`src/rtl/fd_pipe_ctrl_pkg.sv`:
```
// fd_pipe_ctrl_pkg: flush cause codes, fence FSM states and defaults for the fe/de stall/flush controller
package fd_pipe_ctrl_pkg;
  localparam int DRAIN_DEPTH_DEF = 3;
  typedef enum logic [1:0] {FC_FENCE = 2'd0, FC_FET = 2'd1, FC_BP = 2'd2, FC_EXC = 2'd3} flush_cause_e;
  typedef enum logic [1:0] {IDLE = 2'd0, DRAIN = 2'd1, FLUSH = 2'd2} fence_state_e;
  function automatic flush_cause_e fc_max(input flush_cause_e a, input flush_cause_e b);
    return (a > b) ? a : b;
  endfunction
endpackage

```
`src/rtl/fd_pipe_ctrl_if.sv`:
```
// fd_pipe_ctrl_if: stall/flush request inputs and fe/de control outputs of the pipeline controller
interface fd_pipe_ctrl_if
  import fd_pipe_ctrl_pkg::*;
#(parameter int CNT_W = 32);
  logic de_stall, exe_stall, memacc_stall;
  logic exc_flush, bp_err, fet_flush_req, fence_req, sb_empty, de2ex_inst_valid;
  logic pipe_stall, fe_hold, fd_flush, fence_stall, de2ex_inst_valid_real;
  flush_cause_e flush_cause;
  logic [CNT_W-1:0] stall_cycles, flush_count;
  modport master (
    output de_stall, exe_stall, memacc_stall, exc_flush, bp_err, fet_flush_req, fence_req, sb_empty, de2ex_inst_valid,
    input  pipe_stall, fe_hold, fd_flush, flush_cause, fence_stall, de2ex_inst_valid_real, stall_cycles, flush_count
  );
  modport slave (
    input  de_stall, exe_stall, memacc_stall, exc_flush, bp_err, fet_flush_req, fence_req, sb_empty, de2ex_inst_valid,
    output pipe_stall, fe_hold, fd_flush, flush_cause, fence_stall, de2ex_inst_valid_real, stall_cycles, flush_count
  );
endinterface

```
`src/rtl/fd_pipe_ctrl_fence_seq.sv`:
```
// fence_seq: FENCE drain sequencer; waits DRAIN_DEPTH unstalled cycles and an empty store buffer, then requests a flush
module fence_seq
  import fd_pipe_ctrl_pkg::*;
#(parameter int DRAIN_DEPTH = DRAIN_DEPTH_DEF) (
  input  logic clk,
  input  logic cpurst_n,
  input  logic stall,
  input  logic abort,
  input  logic fence_req,
  input  logic sb_empty,
  output logic fence_stall,
  output logic fence_flush_req
);
  fence_state_e state, state_nx;
  logic [3:0] cnt, cnt_nx, cnt_dec;
  logic start;
  // state and drain counter registers
  always_ff @(posedge clk or negedge cpurst_n)
    if (!cpurst_n) begin
      state <= IDLE;
      cnt   <= '0;
    end else begin
      state <= state_nx;
      cnt   <= cnt_nx;
    end
  // next state; the FLUSH decision looks at the post-decrement count so DRAIN lasts exactly DRAIN_DEPTH free cycles
  always_comb begin
    start    = fence_req & ~stall & ~abort;
    cnt_dec  = (~stall && cnt != 4'd0) ? cnt - 4'd1 : cnt;
    state_nx = state;
    cnt_nx   = cnt;
    case (state)
      IDLE: if (start) begin
        state_nx = DRAIN;
        cnt_nx   = 4'(DRAIN_DEPTH);
      end
      DRAIN: begin
        cnt_nx   = cnt_dec;
        state_nx = abort ? IDLE : (cnt_dec == 4'd0 && sb_empty) ? FLUSH : DRAIN;
      end
      FLUSH: state_nx = (abort || !stall) ? IDLE : FLUSH;
      default: state_nx = IDLE;
    endcase
    fence_stall     = (state == IDLE) ? start : 1'b1;
    fence_flush_req = (state == FLUSH);
  end
endmodule

```
`src/rtl/fd_pipe_ctrl.sv`:
```
// fd_pipe_ctrl: fe/de stall/flush controller; optional perf counters under FD_PIPE_CTRL_PERF_EN
module fd_pipe_ctrl
  import fd_pipe_ctrl_pkg::*;
#(parameter int DRAIN_DEPTH = DRAIN_DEPTH_DEF) (
  input logic clk,
  input logic cpurst_n,
  fd_pipe_ctrl_if.slave bus
);
  logic ext_v, pend_v, fence_fl;
  flush_cause_e ext_cause, pend_cause, eff_cause;
  assign bus.pipe_stall = bus.de_stall | bus.exe_stall | bus.memacc_stall;
  assign ext_v = bus.exc_flush | bus.bp_err | bus.fet_flush_req;
  assign ext_cause = bus.exc_flush ? FC_EXC : bus.bp_err ? FC_BP : bus.fet_flush_req ? FC_FET : FC_FENCE;
  assign eff_cause = fc_max(ext_cause, pend_cause);
  assign bus.fd_flush = (ext_v | pend_v | fence_fl) & ~bus.pipe_stall;
  assign bus.flush_cause = bus.fd_flush ? eff_cause : FC_FENCE;
  assign bus.fe_hold = bus.pipe_stall | (bus.fence_stall & ~bus.fd_flush);
  assign bus.de2ex_inst_valid_real = bus.de2ex_inst_valid & ~bus.pipe_stall;
  // hold the highest-priority external flush seen during a stall until the stall releases
  always_ff @(posedge clk or negedge cpurst_n)
    if (!cpurst_n) begin
      pend_v     <= 1'b0;
      pend_cause <= FC_FENCE;
    end else begin
      pend_v     <= bus.pipe_stall & (pend_v | ext_v);
      pend_cause <= bus.pipe_stall ? eff_cause : FC_FENCE;
    end
  fence_seq #(.DRAIN_DEPTH(DRAIN_DEPTH)) u_fence (
    .clk(clk), .cpurst_n(cpurst_n), .stall(bus.pipe_stall), .abort(ext_v | pend_v),
    .fence_req(bus.fence_req), .sb_empty(bus.sb_empty),
    .fence_stall(bus.fence_stall), .fence_flush_req(fence_fl)
  );
`ifdef FD_PIPE_CTRL_PERF_EN
  localparam int CW = $bits(bus.stall_cycles);
  logic [CW-1:0] stall_q, flush_q;
  // free-running wrap-around stall and flush event counters
  always_ff @(posedge clk or negedge cpurst_n)
    if (!cpurst_n) begin
      stall_q <= '0;
      flush_q <= '0;
    end else begin
      stall_q <= stall_q + CW'(bus.pipe_stall);
      flush_q <= flush_q + CW'(bus.fd_flush);
    end
  assign bus.stall_cycles = stall_q;
  assign bus.flush_count  = flush_q;
`else
  assign bus.stall_cycles = '0;
  assign bus.flush_count  = '0;
`endif
endmodule

```
`src/flat_wrapper.sv`:
```
// flat-port wrapper written by rule: the top's interface ports become plain ports
module fd_pipe_ctrl_flat import fd_pipe_ctrl_pkg::*;
#(parameter int DRAIN_DEPTH = DRAIN_DEPTH_DEF)
  (clk, cpurst_n, bus_de_stall, bus_exe_stall, bus_memacc_stall, bus_exc_flush, bus_bp_err, bus_fet_flush_req, bus_fence_req, bus_sb_empty, bus_de2ex_inst_valid, bus_pipe_stall, bus_fe_hold, bus_fd_flush, bus_flush_cause, bus_fence_stall, bus_de2ex_inst_valid_real, bus_stall_cycles, bus_flush_count);
  fd_pipe_ctrl_if #(.CNT_W(32)) bus_i ();
  input logic clk;
  input logic cpurst_n;
  input wire logic [$bits(bus_i.de_stall)-1:0] bus_de_stall;
  input wire logic [$bits(bus_i.exe_stall)-1:0] bus_exe_stall;
  input wire logic [$bits(bus_i.memacc_stall)-1:0] bus_memacc_stall;
  input wire logic [$bits(bus_i.exc_flush)-1:0] bus_exc_flush;
  input wire logic [$bits(bus_i.bp_err)-1:0] bus_bp_err;
  input wire logic [$bits(bus_i.fet_flush_req)-1:0] bus_fet_flush_req;
  input wire logic [$bits(bus_i.fence_req)-1:0] bus_fence_req;
  input wire logic [$bits(bus_i.sb_empty)-1:0] bus_sb_empty;
  input wire logic [$bits(bus_i.de2ex_inst_valid)-1:0] bus_de2ex_inst_valid;
  output wire logic [$bits(bus_i.pipe_stall)-1:0] bus_pipe_stall;
  output wire logic [$bits(bus_i.fe_hold)-1:0] bus_fe_hold;
  output wire logic [$bits(bus_i.fd_flush)-1:0] bus_fd_flush;
  output wire logic [$bits(bus_i.flush_cause)-1:0] bus_flush_cause;
  output wire logic [$bits(bus_i.fence_stall)-1:0] bus_fence_stall;
  output wire logic [$bits(bus_i.de2ex_inst_valid_real)-1:0] bus_de2ex_inst_valid_real;
  output wire logic [$bits(bus_i.stall_cycles)-1:0] bus_stall_cycles;
  output wire logic [$bits(bus_i.flush_count)-1:0] bus_flush_count;
  assign bus_i.de_stall = bus_de_stall;
  assign bus_i.exe_stall = bus_exe_stall;
  assign bus_i.memacc_stall = bus_memacc_stall;
  assign bus_i.exc_flush = bus_exc_flush;
  assign bus_i.bp_err = bus_bp_err;
  assign bus_i.fet_flush_req = bus_fet_flush_req;
  assign bus_i.fence_req = bus_fence_req;
  assign bus_i.sb_empty = bus_sb_empty;
  assign bus_i.de2ex_inst_valid = bus_de2ex_inst_valid;
  assign bus_pipe_stall = bus_i.pipe_stall;
  assign bus_fe_hold = bus_i.fe_hold;
  assign bus_fd_flush = bus_i.fd_flush;
  assign bus_flush_cause = bus_i.flush_cause;
  assign bus_fence_stall = bus_i.fence_stall;
  assign bus_de2ex_inst_valid_real = bus_i.de2ex_inst_valid_real;
  assign bus_stall_cycles = bus_i.stall_cycles;
  assign bus_flush_count = bus_i.flush_count;
  fd_pipe_ctrl #(.DRAIN_DEPTH(DRAIN_DEPTH)) u_core (.clk(clk), .cpurst_n(cpurst_n), .bus(bus_i));
endmodule
```
`config.mk`:
```
export PLATFORM = sky130hd
export DESIGN_NAME = fd_pipe_ctrl_flat
export DESIGN_NICKNAME = d
export VERILOG_FILES = /design/src/rtl/fd_pipe_ctrl_pkg.sv /design/src/rtl/fd_pipe_ctrl_if.sv /design/src/rtl/fd_pipe_ctrl_fence_seq.sv /design/src/rtl/fd_pipe_ctrl.sv /design/src/flat_wrapper.sv
export SDC_FILE = /design/constraint.sdc
export NUM_CORES = 1
export LEC_CHECK = 0
export ABC_AREA = 1
export CAP_MARGIN = 10
export CORE_UTILIZATION = 36
export DETAILED_ROUTE_END_ITERATION = 7
export MAX_ROUTING_LAYER = met4
export PLACE_DENSITY = 0.82
export SETUP_SLACK_MARGIN = 0.02
export SKIP_LAST_GASP = 1
export SYNTH_ARGS = -nofsm -noshare
export SYNTH_HDL_FRONTEND = slang
export SYNTH_SLANG_ARGS = --single-unit
```
`constraint.sdc`:
```
create_clock -name clk -period 2.07 [get_ports clk]
set_input_delay 0.3105 -clock clk [delete_from_list [all_inputs] [get_ports clk]]
set_output_delay 0.3105 -clock clk [all_outputs]
set_load 0.01 [all_outputs]
```
## Word-level counts from Yosys, hierarchy flattened

Cells that the tools add are included.

| word-level totals | value |
|---|---|
| bits in registers | 9 |
| latch bits | 0 |
| RAM bits | 0 |
| ROM bits | 0 |
| bits of input ports | 11 |
| output and inout bits | 71 |
| logic and storage cells | 49 |
| memories kept | 0 |

| operators by class | value |
|---|---|
| $add $sub $neg | 1 |
| multiply operators | 0 |
| div/mod/pow operators | 0 |
| $lt $le $gt $ge | 1 |
| equality and inequality tests | 3 |
| shift operators | 0 |
| mux-type cells | 15 |
| bitwise operators | 16 |
| reduce and logical (&&, ||, !) cells | 9 |

Operators by type and width:

| operator | count |
|---|---|
| $mux 2 | 9 |
| $mux 4 | 2 |
| $pmux 4 s2 | 1 |
| $or 1x1->1 | 7 |
| $and 1x1->1 | 6 |
| $pmux 2 s3 | 1 |
| $logic_not 4->1 | 1 |
| $reduce_bool 4->1 | 1 |
| $sub 4x1->4 const B | 1 |
| $not 1->1 | 3 |
| $eq 2x1->1 const B | 1 |
| $eq 2x2->1 const B | 1 |
| $gt 2x2->1 | 1 |
| $logic_and 1x1->1 | 2 |
| $logic_not 2->1 | 1 |
| $mux 1 | 2 |
| $ne 2x2->1 const B | 1 |
| $reduce_and 2->1 | 1 |
| $reduce_bool 2->1 | 1 |
| $logic_not 1->1 | 1 |
| $logic_or 1x1->1 | 1 |

## Depth between registers and ports, before layout

| depth | value |
|---|---|
| depth in word-level cells | 10 |
| gate-level depth with buffers | 13 |

## Hierarchy

From an unflattened synthesis, not the netlist that was laid out.

| second synthesis, totals | value |
|---|---|
| cell total of the unflattened synthesis | 167 |
| area total of the unflattened synthesis | 1194.9 µm² |

Modules (own cells, without submodules):

| module | times used | cells an instance | area each (µm²) |
|---|---|---|---|
| fd_pipe_ctrl | 1 | 105 | 757.0 |
| fence_seq | 1 | 62 | 437.9 |

## Worst setup path after synthesis

Ideal clock, no wire load.

| timing path | value |
|---|---|
| kind | input -> output |
| start | input bus_bp_err |
| end | output bus_flush_cause[0] |
| arrival | 1.352 ns |
| setup slack | 0.408 ns |
| stages | 9 |
| buffers on the path | 0 |
| cell sequence | nor2_2 -> inv_1 -> ha_1 -> inv_1 -> nor2_1 -> o21ai_0 -> nor2_1 -> a21oi_1 -> nor2_1 |

| between the ends | value |
|---|---|
| longest elaborated chain between the ends | 6 |
| elaborated cells between the ends (all ways) | 10 |
| classes of those cells | 1 x order compare; 4 x mux; 5 x bitwise |

Ends and longest elaborated chain:

| what | line | text |
|---|---|---|
| from (decl) | flat_wrapper.sv:12 | `input wire logic [$bits(bus_i.bp_err)-1:0] bus_bp_err;` |
| $or 1x1->1 (2 in series) | fd_pipe_ctrl.sv:12 | `assign ext_v = bus.exc_flush \| bus.bp_err \| bus.fet_flush_req;` |
| $or 1x1->1 (2 in series) | fd_pipe_ctrl.sv:15 | `assign bus.fd_flush = (ext_v \| pend_v \| fence_fl) & ~bus.pipe_stall;` |
| $and 1x1->1 | fd_pipe_ctrl.sv:15 |  |
| $mux 2 * | fd_pipe_ctrl.sv:16 | `assign bus.flush_cause = bus.fd_flush ? eff_cause : FC_FENCE;` |
| to (decl) | flat_wrapper.sv:20 | `output wire logic [$bits(bus_i.flush_cause)-1:0] bus_flush_cause;` |

Mark *: on every way between the ends. The rest lies on a longest branch, timed or not.

## Final worst setup path

| timing path | value |
|---|---|
| start | input bus_fet_flush_req |
| end | output bus_flush_cause[0] |

| between the ends | value |
|---|---|
| longest elaborated chain between the ends | 6 |
| elaborated cells between the ends (all ways) | 10 |
| classes of those cells | 1 x order compare; 5 x mux; 4 x bitwise |

Ends and longest elaborated chain:

| what | line | text |
|---|---|---|
| from (decl) | flat_wrapper.sv:13 | `input wire logic [$bits(bus_i.fet_flush_req)-1:0] bus_fet_flush_req;` |
| $mux 1 | fd_pipe_ctrl.sv:13 | `assign ext_cause = bus.exc_flush ? FC_EXC : bus.bp_err ? FC_BP : bus.fet_flush_req ? FC_FET : FC_FENCE;` |
| $mux 2 (2 in series) | fd_pipe_ctrl.sv:13 |  |
| $gt 2x2->1 | fd_pipe_ctrl_pkg.sv:7 | `return (a > b) ? a : b;` |
| $mux 2 | fd_pipe_ctrl_pkg.sv:7 |  |
| $mux 2 * | fd_pipe_ctrl.sv:16 |  |

Marks and branches as above.

==> out/qor.txt <==
DR vias/cell = 3.55
Slew Viols, Final = 0
Setup violators final = 0
Placer Congestion = 0.841
CP endpoint kind = output port
Core area = 0.00310 mm^2
# rows = 20
CP required = 1.76 ns
Multi-input gate area = 673 um^2
I/O pins = 82
Non-Filler Instances = 242
Async S/R FF share, synth = 100%
Crit share post-route = 95.9%
CTS root buf = clkbuf_4
Chip Height = 59.8 um
Mapped Cells = 165
Max_cap viols = 0
Startpoint types = input pin
Reg clk slew, reported paths = 0.05 ns
First-pass GRT wire length = 2720 um
Initial antenna violation count = 0
Sequential fraction of the synthesis area = 18.7%
RSZ-0062 raised after global routing = true
Fill count = 346
Congestion Overflow GR = 0
Number of global-route vias before repair = 720
Number of hold violations in the final report = 0
Clock H-tree levels = 1
Hold Path Class = in2async
First-iteration detailed-routing DRC count = 11
DRC Markers = 0
Min setup slack post-route = 0.0850 ns
Peak VDD IR = 0.000295 V
Detailed-router iteration count before antenna repair = 4
Latest clock arrival within the worst-skew pair = 0.25 ns
Mapped cell area = 0.00120 mm^2
Synth warn = 0
Final ANT Viol Nets = 0
Area Growth Syn to Fin = 8.73%
Register bit count reported by yosys = 9
Synthesized area per cell = 7.29 um^2
Share of post-route cells with drive strength above 1 = 22.7%
Dpl ws = -0.529 ns
Routed length per instance = 7.08 um
Total GRT Usage = 10.3%
Antenna cells = 0
Main synth FF type = dfrtp_1
Critical path arrival = 1.67 ns
Total length of routed wires = 1710 um
CTS tree = yes
Yosys cell types = 23
Tmin final = 1.99 ns
PortBufs = 17
Die W = 59.8 um
Largest net degree at the start of global routing = 10
Status = complete, no violations
DP Wirelength = 1530 um
Clk sink count = 9
Pwr dens = 618 mW/mm^2
DP Cell Count = 238
Vias = 859
CTS Buffer Depth = 2
Fmax achieved = 0.504 GHz
Setup Skew = 0.000766 ns
Reg2reg setup slack = 0.44 ns
Register area = 225 um^2
Die area = 0.00358 mm^2
CTS buffer count = 3
CP max FO = 2
Starting density of the core = 38.8%
Lkg Pwr = 0.000787 uW
Setup CP Type = in2out
Number of synthesized flops with an enable pin = 0
NumNets Final = 214
cell families after synthesis:
logic type | after synthesis | share of synthesized area, %
buffers and inverters | 86 | 46.8
adders and majority gates | 4 | 4.16
other | 1 | 0.312
DFF | 9 | 18.7
and+or+nand+nor | 54 | 23.8
AOI/OAI and AO/OA | 11 | 6.24
where the power goes:
| part | leakage, uW | switching (uW) | internal (uW) |
|---|---|---|---|
| Sequential | 0.000108 | 41.4 | 223 |
| Clock | 0.0000150 | 54.3 | 73.8 |
| Combinational | 0.000664 | 264 | 153 |
| Total | 0.000787 | 359 | 449 |
placed cells by master (no fill, tap or decap), types with 2 or more instances in the layout:
master	n
nand3_1	3
o21ai_2	2
dlygate4sd2_1	5
nand2_1	17
buf_4	13
clkbuf_2	2
inv_1	17
clkbuf_4	3
nor2_2	7
nor2_1	14
clkdlybuf4s50_1	9
ha_1	4
dfrtp_1	9
inv_2	5
conb_1	64
nand2_2	2
a21oi_1	3
nand3_2	3
nand2_4	2
nand4_1	2
a21oi_2	2
stage by stage:
step	power [uW]	hold WS, ns	cell area [um^2]	utilization [%]	setup TNS [ns]
finish	808	0.347	1310	42.2	0
global placement	664	0.526	1280	41.3	-1.35
detailed placement	673	0.543	1280	41.3	-1.38
CTS	807	0.353	1310	42.2	-0.0812
global route	896	0.357	1310	42.2	-0.0360
floorplan	656	0.0149	1440	-	0
layer usage:
| metal | track usage (%) | up-vias | routed length [um] |
|---|---|---|---|
| met3 | 3.25 | 2 | 101 |
| li1 | - | 442 | - |
| met5 | - | - | 0 |
| met2 | 17.3 | 37 | 909 |
| met4 | 3.65 | 0 | 24 |
| met1 | 11.4 | 378 | 679 |
worst paths after layout:
kind / cells after the start / start / to
max in group asynchronous: 1 / cpurst_n / u_core.pend_cause[0]
min in group clk: 2 / u_core.pend_cause[0] / u_core.pend_cause[0]
min reg2reg: 2 / u_core.pend_cause[0] / u_core.pend_cause[0]
min: 1 / cpurst_n / u_core.u_fence.state[1]
max reg2reg: 12 / u_core.u_fence.cnt[0] / u_core.u_fence.state[1]
max: 9 / bus_fet_flush_req / bus_flush_cause[0]
critical path, cell delays in order:
cell	delay, ns
clkdlybuf4s50_1	0.50
a21oi_2	0.07
ha_1	0.26
nand2_1	0.07
o21ai_2	0.07
nor2_1	0.13
a21oi_2	0.05
nor2_1	0.08
buf_2	0.13
sequential cells by signal, indices dropped and copies added (netlist names):
name / flops
u_core.pend_cause: 2
u_core.u_fence.cnt: 4
u_core.pend_v: 1
u_core.u_fence.state: 2
Yosys cell counts (all sizes together) (2+ instances only):
cell type	n	area, um^2
a21oi	6	41.3
buf	64	480
dfrtp	9	225
ha	4	50.1
inv	22	82.6
nand2	21	98.8
nand3	6	45.0
nand4	2	12.5
nor2	23	118
o21ai	3	18.8
timing repair:
item                                   in CTS  in global routing
setup endpoints to repair                   6                  5
pin swaps                                   2                  3
endpoints found under the hold margin       0                  0
gates resized for setup                    15                  7
gates cloned                                0                  0
setup buffers                               0                  0
hold buffers                                0                  0
final cells by class:
| cell class | instances | area share (%) |
|---|---|---|
| Clock buffer | 4 | 2.01 |
| Inverter | 22 | 6.31 |
| Multi-Input combinational cell | 133 | 51.4 |
| Sequential cell | 9 | 17.2 |
| Tap cell | 44 | 4.21 |
| Timing Repair Buffer | 30 | 18.8 |
(Power assumes the default switching activity.)
